[src/rtl/dmem_port_arbiter.sv]
// dmem_port_arbiter
//   Shares one single-port, synchronous-read data RAM between two requesters:
//   M0 (CPU load/store unit) and M1 (debug/loader port). At most one access
//   is granted per cycle. Read data is returned one cycle later to the
//   requester that issued the read.
//   Arbitration is chosen per cycle by rr_mode:
//     0 = fixed priority (M0 high) with a starvation guard for M1
//     1 = round-robin between the two masters
//
// Ports
//   clk, rst            clock, synchronous active-high reset
//   rr_mode             arbitration mode select (takes effect same cycle)
//   mN_req/we/be/addr/wdata   request from master N (held until mN_gnt)
//   mN_gnt              access accepted this cycle (combinational)
//   mN_rvalid/rdata     read return, one cycle after a granted read
//   ram_en/we/addr/wdata  RAM access port, muxed from the granted master
//   ram_rdata           RAM read data, valid one cycle after ram_en
module dmem_port_arbiter #(
    parameter int ADDR_WIDTH   = 12,
    parameter int DATA_WIDTH   = 32,
    parameter int STARVE_LIMIT = 4
) (
    input  logic                    clk,
    input  logic                    rst,
    input  logic                    rr_mode,
    input  logic                    m0_req,
    input  logic                    m0_we,
    input  logic [DATA_WIDTH/8-1:0] m0_be,
    input  logic [ADDR_WIDTH-1:0]   m0_addr,
    input  logic [DATA_WIDTH-1:0]   m0_wdata,
    output logic                    m0_gnt,
    output logic                    m0_rvalid,
    output logic [DATA_WIDTH-1:0]   m0_rdata,
    input  logic                    m1_req,
    input  logic                    m1_we,
    input  logic [DATA_WIDTH/8-1:0] m1_be,
    input  logic [ADDR_WIDTH-1:0]   m1_addr,
    input  logic [DATA_WIDTH-1:0]   m1_wdata,
    output logic                    m1_gnt,
    output logic                    m1_rvalid,
    output logic [DATA_WIDTH-1:0]   m1_rdata,
    output logic                    ram_en,
    output logic [DATA_WIDTH/8-1:0] ram_we,
    output logic [ADDR_WIDTH-1:0]   ram_addr,
    output logic [DATA_WIDTH-1:0]   ram_wdata,
    input  logic [DATA_WIDTH-1:0]   ram_rdata
);

    localparam int              SW    = $clog2(STARVE_LIMIT + 1);
    localparam logic [SW-1:0]   LIMIT = SW'(STARVE_LIMIT);

    logic [SW-1:0] starve_cnt;  // consecutive cycles M1 waited (fixed mode)
    logic          last_grant;  // 1 = M1 was granted most recently
    logic          rd_pend;     // a read was granted last cycle
    logic          rd_id;       // which master owns that read
    logic          rd_grant;    // this cycle's grant is a read

    // Grant decision. Everything is held off while rst is asserted so a
    // request held across reset is arbitrated only once rst drops.
    always_comb begin
        m0_gnt = 1'b0;
        m1_gnt = 1'b0;
        if (!rst) begin
            if (m0_req && m1_req) begin
                if (rr_mode)
                    m1_gnt = ~last_grant;
                else
                    m1_gnt = (starve_cnt == LIMIT);
                m0_gnt = ~m1_gnt;
            end else begin
                m0_gnt = m0_req;
                m1_gnt = m1_req;
            end
        end
    end

    // RAM port mux; idle and reset cycles drive zeros.
    always_comb begin
        ram_we    = '0;
        ram_addr  = '0;
        ram_wdata = '0;
        if (m0_gnt) begin
            ram_we    = m0_we ? m0_be : '0;
            ram_addr  = m0_addr;
            ram_wdata = m0_wdata;
        end else if (m1_gnt) begin
            ram_we    = m1_we ? m1_be : '0;
            ram_addr  = m1_addr;
            ram_wdata = m1_wdata;
        end
    end

    assign ram_en   = m0_gnt | m1_gnt;
    assign rd_grant = (m0_gnt & ~m0_we) | (m1_gnt & ~m1_we);

    always_ff @(posedge clk) begin
        if (rst) begin
            starve_cnt <= '0;
            last_grant <= 1'b1;   // first round-robin conflict goes to M0
            rd_pend    <= 1'b0;
            rd_id      <= 1'b0;
        end else begin
            if (ram_en)
                last_grant <= m1_gnt;
            rd_pend <= rd_grant;
            if (rd_grant)
                rd_id <= m1_gnt;
            // Starvation counter only matters in fixed mode; it restarts
            // whenever M1 is served or gives up its request.
            if (rr_mode || !m1_req || m1_gnt)
                starve_cnt <= '0;
            else if (starve_cnt != LIMIT)
                starve_cnt <= starve_cnt + SW'(1);
        end
    end

    // rvalid is masked during reset so a read granted just before rst
    // rises never returns.
    assign m0_rvalid = rd_pend & ~rd_id & ~rst;
    assign m1_rvalid = rd_pend &  rd_id & ~rst;
    assign m0_rdata  = ram_rdata;
    assign m1_rdata  = ram_rdata;

endmodule

[config.mk]
export PLATFORM = sky130hd
export DESIGN_NAME = dmem_port_arbiter
export DESIGN_NICKNAME = d
export VERILOG_FILES = /design/src/rtl/dmem_port_arbiter.sv
export SDC_FILE = /design/constraint.sdc
export NUM_CORES = 1
export LEC_CHECK = 0
export CORE_AREA = 2 2 98 100
export CTS_BUF_LIST = sky130_fd_sc_hd__clkbuf_4
export DETAILED_ROUTE_END_ITERATION = 12
export DIE_AREA = 0 0 100 102
export SLEW_MARGIN = 40
export SYNTH_ARGS = -nofsm -noshare
export SYNTH_HDL_FRONTEND = slang
export SYNTH_SLANG_ARGS = --single-unit
[constraint.sdc]
create_clock -name clk -period 2.7 [get_ports clk]
set_input_delay 0.81 -clock clk [delete_from_list [all_inputs] [get_ports clk]]
set_output_delay 0.81 -clock clk [all_outputs]
set_load 0.02 [all_outputs]
==> results.md <==
- Die height: 102 um
- Status: finished, violations left
- Iter 0 DRT Violations: 16
- Post-synthesis mux area share: 0.00753
- Avg Inst Size Synth: 8.25 um^2
- Failing checks: setup timing
- Gr ovfl total: 0
- Total power: 670 uW
- Commonest non-fill, non-tap cell in the layout: clkdlybuf4s50_1
- Die ar.: 10200 um^2
- Power Dens Cells: 224 nW/um^2
- Worst skew pair latency: 0.26 ns
- Most frequent cells in the layout: clkdlybuf4s50_1 (97), buf_6 (53), a22o_1 (45), buf_4 (27), buf_8 (7)
- Worst setup margin: -0.297 ns
- WP data arrival: 2.19 ns
- FF+latch count, synth: 6
- Routability cong.: 0.730
- CTS tree: done
- Clock slew at reported path FFs: 0.04 ns
- Buffers on Ports: 155
- Cts bufs inserted: 3
- Clk sink count: 6
- WHS: 0.512 ns
- Compound-gate portion of the synthesized area: 0.367
- Slew HR: 0.830
- WL final: 6.23 mm
- Peak VDD IR: 110 uV
- Minimum clock period: 3.00 ns
- Worst EP required: 1.89 ns
- Simple-gate area share of the yosys netlist: 0.0913
- Final Cycle Share: 1.11
- Max cap viols: 0
- Post-Syn Nets: 298
- Worst-margin pin slew: 0.253 ns
- Worst hold path class: flop to flop
- Pin count of the biggest net entering global routing: 27
- Synth warn: 0
- Met3 GRT Util: 0.0335
- # H-tree levels: 1
- CTS max path bufs: 2
- Drt first pass iters: 4
- Drt via density: 4.30
- Core area: 9110 um^2
- First-pass GRT wire length: 8.86 mm
- Dpl hpwl: 4.28 mm
- Fin Setup TNS: -9.36 ns
- Fin nets: 423
- CP Buf/Inv Count: 6
- Syn Inst Count: 161
- Setup Skew: 0.00740 ns
- Layout cells sized above 1: 0.370
- Starting Density: 0.146
- Critical path startpoint category: primary input
- Final hold vios: 0
- Adder-Cell Fraction of Synth Area: 0.0188
- Row count: 35
- Leakage dissipation: 1.33 nW
- Most Crowded Layer GR: met2
- Initial antenna violation count: 0
- CP dominant cell by count: buf_6
- Crit-path cells: buf_8 > and3b_2 > nor4_4 > buf_6 > buf_8 > buf_12 > buf_6 > a22o_1 > buf_6
- WL/cell: 15.8 um
- GRT Util Overall: 0.111
- CP max-delay cell: nor4_4
- Cell area after synthesis: 1330 um^2
- CP top delay family: buffers and inverters
- Hold-fix buffers at CTS: 0
- Number of global-route vias before repair: 1784
- CTS root buf: clkbuf_4
- Via count: 1699
- M1 GR Usage: 0.112
- Number of remaining DRC errors: 0
- Crit Path Category: primary input to primary output
- Final setup violation count: 50
- Largest family of logic cells by synthesized area: buffers and inverters
- Antenna diode instance count: 0
- Critical path endpoint category: primary output
- Unique masters post-synth: 26
- Max incr delay on CP: 0.31 ns
- Synth Area in XOR/XNOR: 0
- FILL cells: 964
- M2 GR Usage: 0.217
- Max Slew Vio Count: 0
- RSZ-0062 raised after global routing: true
- Register area share after synthesis: 0.0904
- Peak fanout along the critical path: 7
- Synth-to-Final Area Change: 125%
- F_max: 0.334 GHz
- Io pins: 252
- Final ANT Viol Nets: 0
- Die W: 100 um
## metrics by stage
stage	cells	area, um^2	worst slack [ns]	utilization
global placement	370	2650	-0.971	0.290
global route	395	2990	-0.350	0.328
finish	395	2990	-0.297	0.328
floorplan	161	1330	0.0407	-
CTS	398	3020	-0.439	0.331
detailed placement	370	2650	-1.04	0.290
## worst register-to-register path: cells and delay by family, from the launching register on
kind / cells / cell delay (ns)
AOI/OAI and AO/OA: 2 / 0.37
adders and majority gates: 1 / 0.23
buffers and inverters: 4 / 0.42
DFF: 1 / 0.32
and+or+nand+nor: 1 / 0.15
## cell usage after synthesis
library cell,instances,area share
a2111o_1,1,0.0085
a211o_1,1,0.0066
a221o_1,1,0.0075
a22o_1,45,0.30
a311oi_1,2,0.013
a31oi_1,1,0.0047
a32o_1,4,0.030
and3b_1,2,0.013
and4b_1,1,0.0075
buf_2,4,0.015
buf_4,69,0.39
clkbuf_1,1,0.0028
dfxtp_1,6,0.090
ha_1,2,0.019
inv_1,5,0.014
inv_2,1,0.0028
mux2i_1,1,0.0075
nand2b_1,3,0.014
nand3_1,1,0.0038
nand3b_1,1,0.0057
nor2_1,4,0.011
nor2b_1,1,0.0047
nor3b_1,1,0.0057
nor4_1,1,0.0047
nor4_4,1,0.016
or2_1,1,0.0047
## area by class of cell
cell class                      instances  area (um^2)  area share
Timing Repair Buffer                  194         2010       0.673
Multi-Input combinational cell         75          676       0.226
Tap cell                              111          139      0.0464
Sequential cell                         6          120      0.0402
Clock buffer                            3         22.5     0.00753
Inverter                                6         22.5     0.00753
## logic make-up after synthesis
| logic type | count (synthesis) |
|---|---|
| AO/OA/AOI/OAI | 55 |
| adder cells (fa/ha/maj) | 2 |
| buffers and inverters | 80 |
| flip-flops | 6 |
| multiplexers | 1 |
| AND/OR/NAND/NOR | 17 |
## final timing paths
| kind | startpoint | slack, ns | to | depth (start not counted) |
|---|---|---|---|---|
| setup / recovery | rr_mode | -0.30 | ram_wdata[21] | 9 |
| hold / removal | starve_cnt[0]$_SDFFE_PP0P_ | 0.51 | starve_cnt[0]$_SDFFE_PP0P_ | 2 |
| setup reg to reg | starve_cnt[0]$_SDFFE_PP0P_ | 1.10 | rd_id$_SDFFE_PP0P_ | 8 |
| hold reg to reg | starve_cnt[0]$_SDFFE_PP0P_ | 0.51 | starve_cnt[0]$_SDFFE_PP0P_ | 2 |
## where the power goes
group	switching [mW]	leakage, nW	internal, mW	total [mW]
Sequential	0.00218	0.0491	0.0924	0.0946
Combinational	0.180	1.26	0.305	0.485
Clock	0.0395	0.0138	0.0508	0.0903
Total	0.222	1.33	0.448	0.670
## state kept, by name, summed over array words and instances, names as in the netlist
register	cells
starve_cnt	3
last_grant	1
rd_id	1
rd_pend	1
## metal layers
metal / routed length (um) / part of all wire
met1: 2230 / 0.36
met2: 3150 / 0.51
met3: 702 / 0.11
met4: 143 / 0.023
met5: 0 / 0
## what timing repair did
action | in CTS | in global routing
buffers inserted | 21 | 6
pin swaps | 7 | 11
cloned | 4 | 1
endpoints found under the setup margin | 53 | 52
resized for setup | 335 | 29
(Power assumes the default switching activity.)
